`src/rtl/pingpong_pkg.sv`:
```
// Shared types and constants for the ping-pong SRAM pass sequencer.
package pingpong_pkg;

    localparam int ADDR_W = 8;
    localparam int DATA_W = 128;
    localparam int PAIR_W = 7;    // rd/wr pair pointers, 0..127
    localparam int PASS_W = 4;    // pass counter, 0..15
    localparam int RD_LAT = 1;    // SRAM read latency in cycles

    // Parking addresses: the write bank is written every cycle, so idle
    // writes land here instead of on live data.
    localparam logic [ADDR_W-1:0] DUMMY_ADDR1 = 8'hFE;
    localparam logic [ADDR_W-1:0] DUMMY_ADDR2 = 8'hFF;

    typedef enum logic [1:0] {
        ST_IDLE  = 2'd0,
        ST_READ  = 2'd1,
        ST_DRAIN = 2'd2,
        ST_SWAP  = 2'd3
    } state_t;

    // Word address of one half of a pair: even word for port 1, odd for port 2.
    function automatic logic [ADDR_W-1:0] pair_addr(input logic [PAIR_W-1:0] ptr,
                                                    input logic              odd);
        return {ptr, odd};
    endfunction

endpackage

```
`src/rtl/pingpong_bank_sel.sv`:
```
// Pass counter and bank-select toggle. The bank flips once per SWAP and
// is left untouched by a new job, so it only returns to 0 on reset.
module pingpong_bank_sel
    import pingpong_pkg::*;
(
    input  logic              clk,
    input  logic              rst_n,
    input  logic              clear,       // accepted job start
    input  logic              swap,        // FSM is in SWAP this cycle
    input  logic [PASS_W-1:0] num_passes,
    output logic              bank,
    output logic              last_pass    // current SWAP completes the job
);

    logic [PASS_W-1:0] pass_cnt;
    logic [PASS_W-1:0] npass_q;

    // Latch pass count on start; count passes and flip bank on each SWAP.
    always_ff @(posedge clk or negedge rst_n) begin
        if (!rst_n) begin
            pass_cnt <= '0;
            npass_q  <= '0;
            bank     <= 1'b0;
        end else if (clear) begin
            pass_cnt <= '0;
            npass_q  <= num_passes;
        end else if (swap) begin
            pass_cnt <= pass_cnt + PASS_W'(1);
            bank     <= ~bank;
        end
    end

    // Compare against the post-increment count so done can be decided in SWAP.
    assign last_pass = (pass_cnt + PASS_W'(1)) == npass_q;

endmodule

```
`src/rtl/pingpong_seq.sv`:
```
// Ping-pong SRAM pass sequencer: streams address pairs out of the read
// bank, writes returning result pairs into the other bank, swaps banks
// between passes and repeats for the requested number of passes.
module pingpong_seq #(
    parameter logic [pingpong_pkg::ADDR_W-1:0] DUMMY_ADDR1 = pingpong_pkg::DUMMY_ADDR1,
    parameter logic [pingpong_pkg::ADDR_W-1:0] DUMMY_ADDR2 = pingpong_pkg::DUMMY_ADDR2
) (
    input  logic                              clk,
    input  logic                              rst_n,
    input  logic                              start,
    input  logic [pingpong_pkg::PAIR_W-1:0]   num_pairs,
    input  logic [pingpong_pkg::PASS_W-1:0]   num_passes,
    input  logic                              rd_ready,
    input  logic                              res_valid,
    input  logic [pingpong_pkg::DATA_W-1:0]   res_data1,
    input  logic [pingpong_pkg::DATA_W-1:0]   res_data2,
    output logic [pingpong_pkg::ADDR_W-1:0]   raddress1,
    output logic [pingpong_pkg::ADDR_W-1:0]   raddress2,
    output logic [pingpong_pkg::ADDR_W-1:0]   waddress1,
    output logic [pingpong_pkg::ADDR_W-1:0]   waddress2,
    output logic [pingpong_pkg::DATA_W-1:0]   wdata1,
    output logic [pingpong_pkg::DATA_W-1:0]   wdata2,
    output logic                              sram_read_register,
    output logic                              rd_valid,
    output logic                              busy,
    output logic                              done,
    output logic                              err
);

    import pingpong_pkg::*;

    state_t            state, state_nxt;
    logic [PAIR_W-1:0] np_q;
    logic [PAIR_W-1:0] rd_ptr, wr_ptr;
    logic [RD_LAT:1]   vld_pipe;
    logic              start_ok, job_ok;
    logic              issue, last_issue;
    logic              accept, wr_last;
    logic              last_pass;

    // Start qualification, read issue and result acceptance.
    always_comb begin
        start_ok   = (state == ST_IDLE) && start;
        job_ok     = start_ok && (num_pairs != '0) && (num_passes != '0);
        issue      = (state == ST_READ) && rd_ready;
        last_issue = issue && (rd_ptr == (np_q - PAIR_W'(1)));
        accept     = res_valid && ((state == ST_READ) || (state == ST_DRAIN))
                     && (wr_ptr < np_q);
        // Writes are complete either already or with this cycle's result.
        wr_last    = (wr_ptr == np_q) || (accept && ((wr_ptr + PAIR_W'(1)) == np_q));
    end

    // State register.
    always_ff @(posedge clk or negedge rst_n) begin
        if (!rst_n) state <= ST_IDLE;
        else        state <= state_nxt;
    end

    // Next-state logic.
    always_comb begin
        state_nxt = state;
        unique case (state)
            ST_IDLE:  if (job_ok)     state_nxt = ST_READ;
            ST_READ:  if (last_issue) state_nxt = ST_DRAIN;
            ST_DRAIN: if (wr_last)    state_nxt = ST_SWAP;
            ST_SWAP:  state_nxt = last_pass ? ST_IDLE : ST_READ;
            default:  state_nxt = ST_IDLE;
        endcase
    end

    // Job parameters and read/write pair pointers.
    always_ff @(posedge clk or negedge rst_n) begin
        if (!rst_n) begin
            np_q   <= '0;
            rd_ptr <= '0;
            wr_ptr <= '0;
        end else if (job_ok) begin
            np_q   <= num_pairs;
            rd_ptr <= '0;
            wr_ptr <= '0;
        end else if (state == ST_SWAP) begin
            rd_ptr <= '0;
            wr_ptr <= '0;
        end else begin
            if (issue)  rd_ptr <= rd_ptr + PAIR_W'(1);
            if (accept) wr_ptr <= wr_ptr + PAIR_W'(1);
        end
    end

    // Read-valid delay line matching the SRAM read latency.
    always_ff @(posedge clk or negedge rst_n) begin
        if (!rst_n) vld_pipe <= '0;
        else        vld_pipe <= (vld_pipe << 1) | RD_LAT'(issue);
    end

    // Done pulse (zero-length job or final SWAP) and sticky error flag.
    always_ff @(posedge clk or negedge rst_n) begin
        if (!rst_n) begin
            done <= 1'b0;
            err  <= 1'b0;
        end else begin
            done <= (start_ok && !job_ok) || ((state == ST_SWAP) && last_pass);
            // A dropped result in the same cycle as a start still flags.
            if (res_valid && !accept) err <= 1'b1;
            else if (start_ok)        err <= 1'b0;
        end
    end

    pingpong_bank_sel u_bank_sel (
        .clk        (clk),
        .rst_n      (rst_n),
        .clear      (job_ok),
        .swap       (state == ST_SWAP),
        .num_passes (num_passes),
        .bank       (sram_read_register),
        .last_pass  (last_pass)
    );

    // Memory-interface outputs; writes park unless a result is accepted.
    always_comb begin
        raddress1 = '0;
        raddress2 = '0;
        if (state == ST_READ) begin
            raddress1 = pair_addr(rd_ptr, 1'b0);
            raddress2 = pair_addr(rd_ptr, 1'b1);
        end
        waddress1 = DUMMY_ADDR1;
        waddress2 = DUMMY_ADDR2;
        wdata1    = '0;
        wdata2    = '0;
        if (accept) begin
            waddress1 = pair_addr(wr_ptr, 1'b0);
            waddress2 = pair_addr(wr_ptr, 1'b1);
            wdata1    = res_data1;
            wdata2    = res_data2;
        end
    end

    assign rd_valid = vld_pipe[RD_LAT];
    assign busy     = (state != ST_IDLE);

endmodule

```
`config.mk`:
```
export PLATFORM = sky130hd
export DESIGN_NAME = pingpong_seq
export DESIGN_NICKNAME = d
export VERILOG_FILES = /design/src/rtl/pingpong_pkg.sv /design/src/rtl/pingpong_bank_sel.sv /design/src/rtl/pingpong_seq.sv
export SDC_FILE = /design/constraint.sdc
export NUM_CORES = 1
export LEC_CHECK = 0
export CAP_MARGIN = 15
export CORE_AREA = 3 3 220 222
export CTS_CLUSTER_DIAMETER = 50
export DETAILED_ROUTE_END_ITERATION = 8
export DIE_AREA = 0 0 223 225
export PLACE_DENSITY = 0.43
export SLEW_MARGIN = 5
export SYNTH_ARGS = -nofsm -noshare
export SYNTH_HDL_FRONTEND = slang
export SYNTH_SLANG_ARGS = --single-unit
```
`constraint.sdc`:
```
create_clock -name clk -period 3.05 [get_ports clk]
set_input_delay 0.305 -clock clk [delete_from_list [all_inputs] [get_ports clk]]
set_output_delay 0.305 -clock clk [all_outputs]
set_load 0.02 [all_outputs]
```
==> results of run 1 <==
-- cells by family (layout without fill, tap and decap cells) --
group                      Yosys count  count (layout)  share of synthesized area (%)
muxes                                5               5                          1.377
other                                2               4                         0.1797
DFF                                 35              35                          20.95
and+or+nand+nor                    356             356                          50.79
xor gates and xnor gates            38              38                          7.962
adders and majority gates           16              16                          4.789
AOI/OAI and AO/OA                   37              37                          5.717
buffers and inverters               72             635                          8.231
-- cell type report --
cell class | count | area [um2]
Fill cell | 5087 | 35380
Timing Repair Buffer | 612 | 6248
Multi-Input combinational cell | 455 | 3078
Sequential cell | 35 | 875.8
Tap cell | 607 | 759.5
Clock buffer | 6 | 138.9
Inverter | 15 | 56.30
Clock inverter | 2 | 16.27
Antenna cell | 1 | 2.502
-- layer usage --
layer / share of wire [%] / routed length (um) / global-route usage, % / vias up
met5: 0 / 0 / 0 / -
li1: - / - / - / 2866
met1: 42 / 16660 / 18.49 / 2824
met2: 48 / 19040 / 24.59 / 292
met3: 9.1 / 3587 / 5.171 / 10
met4: 0.27 / 107 / 0.7998 / 0
-- where the power goes --
part / internal [mW] / switching (mW) / total [mW]
combinational: 1.17 / 1.07 / 2.24
sequential: 0.542 / 0.105 / 0.647
clock: 0.327 / 0.214 / 0.540
total: 2.04 / 1.39 / 3.42
-- metrics by stage --
step,setup TNS [ns],power (mW)
5_1_grt,-0.08292,3.653
2_1_floorplan,0,1.648
4_1_cts,-0.4339,3.462
6_report,0,3.424
3_5_place_dp,-2.090,2.948
3_3_place_gp,-2.598,2.949
-- sequential cells by signal, indices dropped and copies added, names as in the netlist --
register	count
state	2
u_bank_sel.bank	1
np_q	7
done	1
u_bank_sel.pass_cnt	4
wr_ptr	7
err	1
rd_valid	1
rd_ptr	7
u_bank_sel.npass_q	4
-- synthesized netlist by cell type, types with 2 or more instances --
library cell	n	area [um2]
and2_1	265	1658
dfrtp_1	35	875.8
clkbuf_1	32	120.1
nand2_1	26	97.59
nor2_1	23	86.33
xnor2_1	19	166.4
xor2_1	19	166.4
buf_4	17	127.6
ha_1	16	200.2
o21ai_0	16	80.08
inv_1	15	56.30
nand2b_1	10	62.56
nand3_1	8	40.04
buf_2	7	35.03
nand4_1	6	37.54
a21oi_1	5	25.02
nor3_1	4	20.02
a21o_1	2	15.01
a22o_1	2	17.52
and3_1	2	12.51
conb_1	2	7.510
mux2_2	2	22.52
mux2i_1	2	20.02
nor2b_1	2	12.51
o31a_1	2	17.52
-- critical path: stages (launching register included) --
cell       delay (ns)
dfrtp_1          0.42
ha_4             0.25
nor2b_4          0.12
o211ai_1         0.18
a21oi_1          0.11
a2111oi_2        0.27
buf_4            0.23
buf_12           0.17
clkbuf_16        0.17
clkbuf_16        0.13
and2_4           0.15
buf_12           0.11
-- repair_timing --
action / CTS / global route
gates resized for setup: 434 / 138
setup endpoints to repair: 216 / 235
buffers inserted: 8 / 2
gates cloned: 2 / 7
pin swaps: 0 / 9
-- cells in the final DEF, fill, tap and decap left out, types with 3 or more instances in the layout --
cell type	n
dlymetal6s2s_1	4
o21ai_0	16
dlygate4sd2_1	18
nor2_1	23
clkdlybuf4s50_1	292
nand3_1	8
a21oi_1	5
xor2_1	19
clkbuf_16	10
and2_4	34
buf_2	33
nand4_1	6
dfrtp_1	35
buf_6	5
clkbuf_2	75
nor3_1	4
and2_1	230
xnor2_1	19
conb_1	3
clkdlybuf4s15_2	25
nand2b_1	9
buf_12	67
inv_1	14
clkdlybuf4s15_1	27
ha_1	15
nand2_1	26
buf_4	59
-- how the worst max path moves through the flow --
stage	from	to	slack, ns	cells after the start
CTS	np_q[1]	wdata2[52]	-0.05	13
global route	wr_ptr[1]	wdata2[31]	-0.01	11
floorplan	np_q[1]	wdata1[100]	0.48	10
global placement	np_q[1]	wdata1[93]	-0.07	10
finish	wr_ptr[1]	wdata2[31]	0.12	11
detailed placement	np_q[1]	wdata1[97]	-0.07	10
==> summary.txt, run 1 <==
Setup path
  – Crit. End Element: output pin
  – Arr. time, crit path: 2.63 ns
  – Critical Path Fanout Max: 8
  – Reg2reg start: wr_ptr[1]
  – Kind of critical path: reg -> out
  – CP Launch Type: flip-flop
  – Data required, critical path: 2.74 ns
  – Worst r2r path cells: 11
  – Reg2reg setup slack: 0.47 ns
  – Reg2reg end: state[1]

Clock network
  – CTS Root Cell: clkbuf_16
  – Worst-Skew Late Latency: 0.29 ns
  – Clk slew on worst S/H paths: 0.06 ns
  – Clock Path Buffers: 2
  – Hold_buf cts: 0
  – Clock sink count: 35
  – Total CTS buffers: 5
  – TritonCTS clock tree: built
  – H-tree Lvls: 2

Placement
  – Pre-CTS setup slack: -0.06712 ns
  – GPL Wtd Cong: 0.8063
  – Placed Cells: 1,706
  – DPL Wire Length: 35,380 um
  – Placed cell area: 0.01112 mm2
  – Port bufs: 561

Power and ir drop
  – Leakage: 4.857 nW
  – Worst VDD drop: 0.3346 mV
  – P per Cell Area: 306.3 mW/mm2

Floorplanning
  – I/O pin count: 565
  – Die span in x: 223 um
  – Site Rows: 79
  – DIE AREA: 0.05018 mm2
  – Starting Density: 8.979%
  – Die height: 225 um
  – Core Footprint: 0.04656 mm2

Timing
  – Final Hold Viols: 0
  – Max Slew Vio Count: 0
  – Tcrit/Tclk final: 96.14%
  – Slew headroom: 56.76%
  – Tightest Pin Transition: 0.6487 ns
  – Setup slack after layout: 0.1179 ns
  – Final setup viols: 0
  – Fmax: 0.3411 GHz
  – Hold WS: 0.4468 ns
  – Final min period: 2.932 ns
  – Clock skew: 0.007472 ns
  – RSZ-0062 raised after global routing: yes

Final layout
  – Fin nets: 1,412
  – Area grow syn2layout: 167.3%
  – Final cell count without fillers: 1,733
  – Post-Route Utilization: 24.00%
  – Final instance area: 0.01118 mm2
  – Share of cells above drive strength 1: 29.07%

Route
  – Post-DR vias/cell: 3.458
  – Residual DRC: 0
  – WL/cell: 22.74 um
  – Total number of vias: 5,992
  – WL final: 39,400 um
  – DR pass1 iterations: 4
  – Starting DRT DRC Count: 217
  – ANT nets after route: 0

Global routing
  – Global-route wire length before repair: 51,360 um
  – GRT Overall Usage: 14.46%
  – Gr ovfl total: 0
  – Vias in the first global route: 6,315
  – Initial antenna violation count: 3
  – Largest net degree at the start of global routing: 56

Logic synthesis
  – Register bit total from synthesis: 35
  – Async SR Flop Fraction: 100.0%
  – Avg Inst Size Synth: 7.451 um2
  – Synthesized instance count: 561
  – Prevailing post-synth register cell: dfrtp_1
  – EDFF count, synth: 0
  – Mapped Area: 0.004180 mm2
  – Synth warnings: 0
  – Netlist cell types: 47
  – Sequential area share after synthesis: 20.95%

Flow run
  – Max cap viols: 0

Outcome
  – Status: finished, final reports clean

Worst hold path
  – Worst hold path type: in -> async
No activity file was read; power rests on OpenSTA's default activity.
==> inputs of run 2 (changes only) <==
--- a/config.mk
+++ b/config.mk
@@ -6,12 +6,15 @@
 export NUM_CORES = 1
 export LEC_CHECK = 0
 export CAP_MARGIN = 15
-export CORE_AREA = 3 3 220 222
+export CORE_AREA = 3 3 216 218
 export CTS_CLUSTER_DIAMETER = 50
 export DETAILED_ROUTE_END_ITERATION = 8
-export DIE_AREA = 0 0 223 225
+export DIE_AREA = 0 0 219 221
 export PLACE_DENSITY = 0.43
+export SKIP_CTS_REPAIR_TIMING = 1
 export SLEW_MARGIN = 5
 export SYNTH_ARGS = -nofsm -noshare
 export SYNTH_HDL_FRONTEND = slang
+export SYNTH_HIERARCHICAL = 1
 export SYNTH_SLANG_ARGS = --single-unit
+export TNS_END_PERCENT = 50
==> summary.txt, run 2 <==
Logic synthesis
  – Mux contribution to synthesized area: 1.954% (was 1.377%)
  – Register bit total from synthesis: 35 (unchanged)
  – Netlist cell types: 40 (was 47)
  – Post-synth top area share: 40.15% (was 39.66%)
  – Synth Area in Adders: 4.885% (was 4.789%)
  – Synth top cells by count: and2_1 (263), dfrtp_1 (35), buf_2 (24), nand2_1 (23), xor2_1 (21) (was and2_1 (265), dfrtp_1 (35), clkbuf_1 (32), nand2_1 (26), nor2_1 (23))
  – Post-synthesis compound-gate area fraction: 5.191% (was 5.717%)
  – Synth Area in Simple Gates: 49.77% (was 50.79%)
  – Largest family of logic cells by synthesized area: simple AND/OR/NAND/NOR gates (unchanged)
  – Sequential area share after synthesis: 21.37% (was 20.95%)
  – Async SR Flop Fraction: 100.0% (unchanged)
  – EDFF count, synth: 0 (unchanged)
  – Post-Synth XOR/XNOR Area: 8.122% (was 7.962%)
  – Prevailing post-synth register cell: dfrtp_1 (unchanged)
  – Synth warnings: 6 (was 0)
  – Mapped Area: 0.004098 mm2 (was 0.004180 mm2)
  – Avg Inst Size Synth: 7.560 um2 (was 7.451 um2)
  – Post-synth top area cell: and2_1 (unchanged)
  – Top-count cell post-synth: and2_1 (unchanged)
  – Top cells by area, synth: and2_1 (40%), dfrtp_1 (21%), ha_1 (4.9%) (was and2_1 (40%), dfrtp_1 (21%), ha_1 (4.8%))
  – Synthesized instance count: 542 (was 561)

Placement
  – Pre-CTS setup slack: -0.02116 ns (was -0.06712 ns)
  – Placed cell area: 0.01105 mm2 (was 0.01112 mm2)
  – DPL Wire Length: 38,490 um (was 35,380 um)
  – GPL Wtd Cong: 0.8674 (was 0.8063)
  – Placed Cells: 1,678 (was 1,706)
  – Port bufs: 561 (unchanged)

Global routing
  – GRT Overall Usage: 16.80% (was 14.46%)
  – Vias in the first global route: 6,034 (was 6,315)
  – Global-route wire length before repair: 55,270 um (was 51,360 um)
  – Initial antenna violation count: 24 (was 3)
  – Gr ovfl total: 0 (unchanged)
  – Largest net degree at the start of global routing: 63 (was 56)

Final layout
  – Area grow syn2layout: 184.4% (was 167.3%)
  – Most frequent cells in the layout: clkdlybuf4s50_1 (291), and2_1 (236), dlymetal6s2s_1 (125), buf_12 (66), clkbuf_2 (48) (was clkdlybuf4s50_1 (292), and2_1 (230), clkbuf_2 (75), buf_12 (67), buf_4 (59))
  – Biggest regs: np_q x7, rd_ptr x7, wr_ptr x7 (unchanged)
  – Fill cells: 4,856 (was 5,087)
  – Final cell count without fillers: 1,706 (was 1,733)
  – Fin nets: 1,386 (was 1,412)
  – Commonest non-fill, non-tap cell in the layout: clkdlybuf4s50_1 (unchanged)
  – Share of cells above drive strength 1: 21.38% (was 29.07%)
  – Final instance area: 0.01165 mm2 (was 0.01118 mm2)

Worst hold path
  – Worst hold path type: in -> async (unchanged)

Timing
  – Tcrit/Tclk final: 98.20% (was 96.14%)
  – Final min period: 2.995 ns (was 2.932 ns)
  – Clock skew: 0.007335 ns (was 0.007472 ns)
  – Final setup viols: 0 (unchanged)
  – Setup slack after layout: 0.05492 ns (was 0.1179 ns)
  – Hold WS: 0.4580 ns (was 0.4468 ns)
  – RSZ-0062 raised after global routing: yes (unchanged)
  – Max Slew Vio Count: 0 (unchanged)
  – Slew headroom: 33.85% (was 56.76%)
  – Final Hold Viols: 0 (unchanged)
  – Tightest Pin Transition: 0.9922 ns (was 0.6487 ns)
  – Fmax: 0.3339 GHz (was 0.3411 GHz)

Route
  – Post-DR vias/cell: 3.518 (was 3.458)
  – Residual DRC: 0 (unchanged)
  – ANT nets after route: 0 (unchanged)
  – Starting DRT DRC Count: 251 (was 217)
  – Total number of vias: 6,002 (was 5,992)
  – WL final: 44,390 um (was 39,400 um)
  – WL/cell: 26.02 um (was 22.74 um)
  – DR pass1 iterations: 4 (unchanged)

Floorplanning
  – Starting Density: 9.088% (was 8.979%)
  – Site Rows: 78 (was 79)
  – I/O pin count: 565 (unchanged)
  – Die height: 221 um (was 225 um)
  – Die span in x: 219 um (was 223 um)
  – Core Footprint: 0.04509 mm2 (was 0.04656 mm2)
  – DIE AREA: 0.04840 mm2 (was 0.05018 mm2)

Setup path
  – Slowest library cell on the worst path: dfrtp_1 (unchanged)
  – Setup crit start: np_q[5] (was wr_ptr[1])
  – Crit. End Element: output pin (unchanged)
  – Reg2reg start: np_q[5] (was wr_ptr[1])
  – Reg2reg setup slack: 0.45 ns (was 0.47 ns)
  – Data required, critical path: 2.74 ns (about the same)
  – Worst Path Buf+Inv: 7 (was 5)
  – Arr. time, crit path: 2.69 ns (was 2.63 ns)
  – CP Launch Type: flip-flop (unchanged)
  – Crit-path cells: inv_2 -> ha_1 -> a21o_1 -> a2111oi_4 -> buf_6 -> buf_12 -> buf_6 -> buf_8 -> clkbuf_16 -> and2_1 -> buf_12 (was ha_4 -> nor2b_4 -> o211ai_1 -> a21oi_1 -> a2111oi_2 -> buf_4 -> buf_12 -> clkbuf_16 -> clkbuf_16 -> and2_4 -> buf_12)
  – Top delay family on crit path: buffers and inverters (unchanged)
  – Critical Path Fanout Max: 10 (was 8)
  – CP max stage delay: 0.44 ns (was 0.42 ns)
  – Worst r2r path cells: 10 (was 11)
  – Reg2reg end: state[1] (unchanged)
  – Kind of critical path: reg -> out (unchanged)

Clock network
  – Total CTS buffers: 5 (unchanged)
  – Clk slew on worst S/H paths: 0.06 ns (about the same)
  – Clock sink count: 35 (unchanged)
  – Worst-Skew Late Latency: 0.28 ns (was 0.29 ns)
  – TritonCTS clock tree: built (unchanged)
  – Clock Path Buffers: 2 (unchanged)
  – H-tree Lvls: 2 (unchanged)
  – CTS Root Cell: clkbuf_16 (unchanged)

Flow run
  – Max cap viols: 0 (unchanged)

Power and ir drop
  – Final Total Pwr: 4.082 mW (was 3.424 mW)
  – P per Cell Area: 350.3 mW/mm2 (was 306.3 mW/mm2)
  – Worst VDD drop: 0.2536 mV (was 0.3346 mV)
  – Leakage: 6.298 nW (was 4.857 nW)

Outcome
  – Status: finished, final reports clean (unchanged)
[run 2: cell types whose count changed after synthesis, moves of 3 or more]
cell      previous run  this run
and3_1               2         6
o21ai_0             16        12
buf_2                7        24
nor2_1              23        20
clkbuf_1            32        12
nand2_1             26        23
[run 2: logic make-up (layout without fill, tap and decap cells)]
kind of cell	count (synthesis)	after routing
xor gates and xnor gates	38	38
AOI/OAI and AO/OA	33	33
buffers and inverters	68	624
muxes	7	7
other	2	10
adders and majority gates	16	16
and+or+nand+nor	343	343
DFF	35	35
[run 2: metrics by stage]
stage                     util (%)  setup TNS [ns]
final                        25.85               0
after global routing         25.81          -1.115
after CTS                    24.93          -42.45
after detailed placement     24.50        -0.02116
after global placement       24.50        -0.01184
after floorplan                  -               0
[run 2: worst register-to-register path: cells and delay by family (launching register included)]
kind                     cells  cell delay (ns)
AO/OA/AOI/OAI                3             0.68
adder cells (fa/ha/maj)      1             0.31
buffers and inverters        4             0.51
flip-flops                   1             0.44
multiplexers                 1             0.32
AND/OR/NAND/NOR              1             0.23
[run 2: report_power, final]
| part | internal [mW] | total [mW] | leakage [nW] | switching [mW] |
|---|---|---|---|---|
| registers | 0.553 | 0.665 | 0.393 | 0.112 |
| logic | 1.41 | 2.74 | 5.81 | 1.33 |
| clock network | 0.468 | 0.676 | 0.0901 | 0.207 |
[run 2: layout make-up]
| class | count | area, um2 | share of cell area [%] |
|---|---|---|---|
| timing repair buffer | 601 | 6785 | 58.22 |
| multi-input combinational | 440 | 2975 | 25.53 |
| sequential | 35 | 875.8 | 7.516 |
| tap | 600 | 750.7 | 6.442 |
| clock buffer | 5 | 125.1 | 1.074 |
| clock inverter | 3 | 67.56 | 0.5798 |
| inverter | 15 | 56.30 | 0.4831 |
| antenna | 7 | 17.52 | 0.1503 |
[run 2: worst max-delay path by stage]
stage | endpoint | slack [ns] | depth (start not counted)
after CTS | wdata1[120] | -0.34 | 8
after floorplan | waddress2[6] | 0.60 | 10
after global routing | wdata1[89] | -0.09 | 13
after global placement | wdata1[120] | -0.01 | 8
after detailed placement | wdata1[120] | -0.02 | 8
final | wdata1[89] | 0.05 | 11
[run 2: metal layers]
metal | vias up | part of all wire [%] | track usage, %
met5 | - | 0.31 | 0
met4 | 22 | 1.7 | 2.760
met3 | 40 | 19 | 15.11
met2 | 369 | 42 | 24.79
met1 | 2784 | 37 | 18.22
li1 | 2787 | - | -
==> inputs of run 3 (changes only) <==
--- a/config.mk
+++ b/config.mk
@@ -10,6 +10,7 @@
 export CTS_CLUSTER_DIAMETER = 50
 export DETAILED_ROUTE_END_ITERATION = 8
 export DIE_AREA = 0 0 219 221
+export GPL_TIMING_DRIVEN = 0
 export PLACE_DENSITY = 0.43
 export SKIP_CTS_REPAIR_TIMING = 1
 export SLEW_MARGIN = 5
==> summary.txt, run 3 (same netlist as run 2, synthesis figures left out) <==
Placement
  – Placed cell area: 0.01048 mm2 (was 0.01105 mm2)
  – GPL Wtd Cong: 0.8790 (was 0.8674)
  – Placed Cells: 1,705 (was 1,678)
  – DPL Wire Length: 39,070 um (was 38,490 um)
  – Port bufs: 561 (unchanged)

Route
  – Post-DR vias/cell: 3.425 (was 3.518)
  – WL final: 43,870 um (was 44,390 um)
  – ANT nets after route: 0 (unchanged)
  – DR pass1 iterations: 4 (unchanged)
  – Total number of vias: 5,936 (was 6,002)
  – Residual DRC: 0 (unchanged)
  – WL/cell: 25.31 um (was 26.02 um)
  – Starting DRT DRC Count: 172 (was 251)

Power and ir drop
  – Worst VDD drop: 0.2718 mV (was 0.2536 mV)
  – Net Sw Frac: 43.37% (was 40.43%)
  – Clk pwr share: 13.5% (was 16.6%)
  – Pint: 2.178 mW (was 2.432 mW)
  – P per Cell Area: 366.0 mW/mm2 (was 350.3 mW/mm2)
  – P_sw: 1.668 mW (was 1.651 mW)
  – Combinational share of power: 68.2% (was 67.2%)
  – Leakage: 4.901 nW (was 6.298 nW)
  – Flop pwr share: 18.4% (was 16.3%)
  – Final Total Pwr: 3.845 mW (was 4.082 mW)

Outcome
  – Failing checks: negative setup slack
  – Status: finished, violations left (was finished, final reports clean)

Timing
  – Setup slack after layout: -0.08371 ns (was 0.05492 ns)
  – Final setup viols: 3 (was 0)
  – Tcrit/Tclk final: 102.7% (was 98.20%)
  – Tightest Pin Transition: 0.5669 ns (was 0.9922 ns)
  – Hold WS: 0.3831 ns (was 0.4580 ns)
  – Clock skew: 0.008460 ns (was 0.007335 ns)
  – Max Slew Vio Count: 0 (unchanged)
  – Final Hold Viols: 0 (unchanged)
  – Fmax: 0.3191 GHz (was 0.3339 GHz)
  – RSZ-0062 raised after global routing: yes (unchanged)
  – Final min period: 3.134 ns (was 2.995 ns)
  – Slew headroom: 62.14% (was 33.85%)

Floorplanning
  – Die span in x: 219 um (unchanged)
  – Site Rows: 78 (unchanged)
  – Die height: 221 um (unchanged)
  – I/O pin count: 565 (unchanged)
  – Core Footprint: 0.04509 mm2 (unchanged)
  – DIE AREA: 0.04840 mm2 (unchanged)
  – Starting Density: 9.088% (unchanged)

Setup path
  – Most frequent CP cell: buf_4
  – Critical Path Fanout Max: 8 (was 10)
  – Crit-path cells: inv_2 -> ha_4 -> nor2b_4 -> o211ai_1 -> a21oi_2 -> a2111oi_4 -> buf_4 -> nand2b_1 -> buf_4 -> clkdlybuf4s50_1 (was inv_2 -> ha_1 -> a21o_1 -> a2111oi_4 -> buf_6 -> buf_12 -> buf_6 -> buf_8 -> clkbuf_16 -> and2_1 -> buf_12)
  – CP max stage delay: 0.53 ns (was 0.44 ns)
  – Slowest library cell on the worst path: clkdlybuf4s50_1 (was dfrtp_1)
  – Crit. End Element: output pin (unchanged)
  – Arr. time, crit path: 2.83 ns (was 2.69 ns)
  – Data required, critical path: 2.74 ns (about the same)
  – CP Launch Type: flip-flop (unchanged)
  – Kind of critical path: reg -> out (unchanged)

Clock network
  – Clk slew on worst S/H paths: 0.06 ns (about the same)
  – CTS Root Cell: clkbuf_16 (unchanged)
  – H-tree Lvls: 2 (unchanged)
  – TritonCTS clock tree: built (unchanged)
  – Total CTS buffers: 5 (unchanged)
  – Clock Path Buffers: 2 (unchanged)
  – Worst-Skew Late Latency: 0.29 ns (was 0.28 ns)
  – Clock sink count: 35 (unchanged)

Final layout
  – Biggest regs: np_q x7, rd_ptr x7, wr_ptr x7 (unchanged)
  – Final cell count without fillers: 1,733 (was 1,706)
  – Commonest non-fill, non-tap cell in the layout: clkdlybuf4s50_1 (unchanged)
  – Fin nets: 1,418 (was 1,386)
  – Area grow syn2layout: 156.4% (was 184.4%)
  – Final instance area: 0.01051 mm2 (was 0.01165 mm2)
  – Share of cells above drive strength 1: 34.57% (was 21.38%)
  – Most frequent cells in the layout: clkdlybuf4s50_1 (293), and2_1 (215), clkbuf_2 (138), buf_4 (79), and2_4 (48) (was clkdlybuf4s50_1 (291), and2_1 (236), dlymetal6s2s_1 (125), buf_12 (66), clkbuf_2 (48))

Flow run
  – Max cap viols: 0 (unchanged)

Global routing
  – Largest net degree at the start of global routing: 31 (was 63)
  – Vias in the first global route: 6,242 (was 6,034)
  – Initial antenna violation count: 5 (was 24)
  – GRT Overall Usage: 17.02% (was 16.80%)
  – Gr ovfl total: 0 (unchanged)
  – Global-route wire length before repair: 56,420 um (was 55,270 um)

Worst hold path
  – Worst hold path type: in -> async (unchanged)
==> run 3: worst max-delay path: cells and delay by family, from the launching register on <==
kind | cells | cell delay (ns)
adder cells (fa/ha/maj) | 1 | 0.20
AO/OA/AOI/OAI | 3 | 0.65
buffers and inverters | 4 | 1.02
AND/OR/NAND/NOR | 2 | 0.25
flip-flops | 1 | 0.42
==> run 3: worst paths after layout <==
kind                                 start               endpoint  slack, ns  cells past startpoint
hold reg to reg            u_bank_sel/bank        u_bank_sel/bank       0.47                      1
setup reg to reg                  state[0]              wr_ptr[4]       0.43                      8
setup / recovery                   np_q[1]           waddress2[7]      -0.08                     10
max in group asynchronous            rst_n              wr_ptr[1]       2.23                      3
hold / removal                       rst_n  u_bank_sel/npass_q[3]       0.38                      2
min in group clk           u_bank_sel/bank        u_bank_sel/bank       0.47                      1
==> run 3: per-stage QoR <==
step / worst slack (ns) / utilization (%) / TNS [ns]
finish: -0.08371 / 23.30 / -0.2408
global route: -0.2053 / 23.29 / -2.218
floorplan: 0.5964 / - / 0
CTS: -1.204 / 23.57 / -226.10
detailed placement: -0.8754 / 23.25 / -139.01
global placement: -0.8623 / 23.22 / -139.89
==> run 3: final cells by class <==
| type | count | area (um2) |
|---|---|---|
| fillers | 5075 | 34580 |
| repair buffers | 580 | 5157 |
| multi-input cells | 440 | 3042 |
| flip-flops and latches | 35 | 879.6 |
| well taps | 600 | 750.7 |
| plain buffers | 53 | 470.5 |
| clock buffers | 5 | 125.1 |
| inverters | 15 | 56.30 |
| clock inverters | 3 | 20.02 |
| diodes | 2 | 5.005 |
==> run 3: layer usage <==
layer	wire length (um)	vias to the layer above	GRT usage, %
li1	-	2847	-
met1	15820	2723	19.00
met2	18330	347	26.03
met3	9109	19	14.35
met4	608	0	1.004
met5	0	-	0
==> run 3: power by group through the flow <==
stage               registers [mW]  logic [mW]  clock network (mW)
floorplan                    0.657        1.21                   0
global placement             0.711        2.61                   0
detailed placement           0.713        2.60                   0
CTS                          0.705        2.62               0.534
global route                 0.725        2.82               0.552
finish                       0.707        2.62               0.517
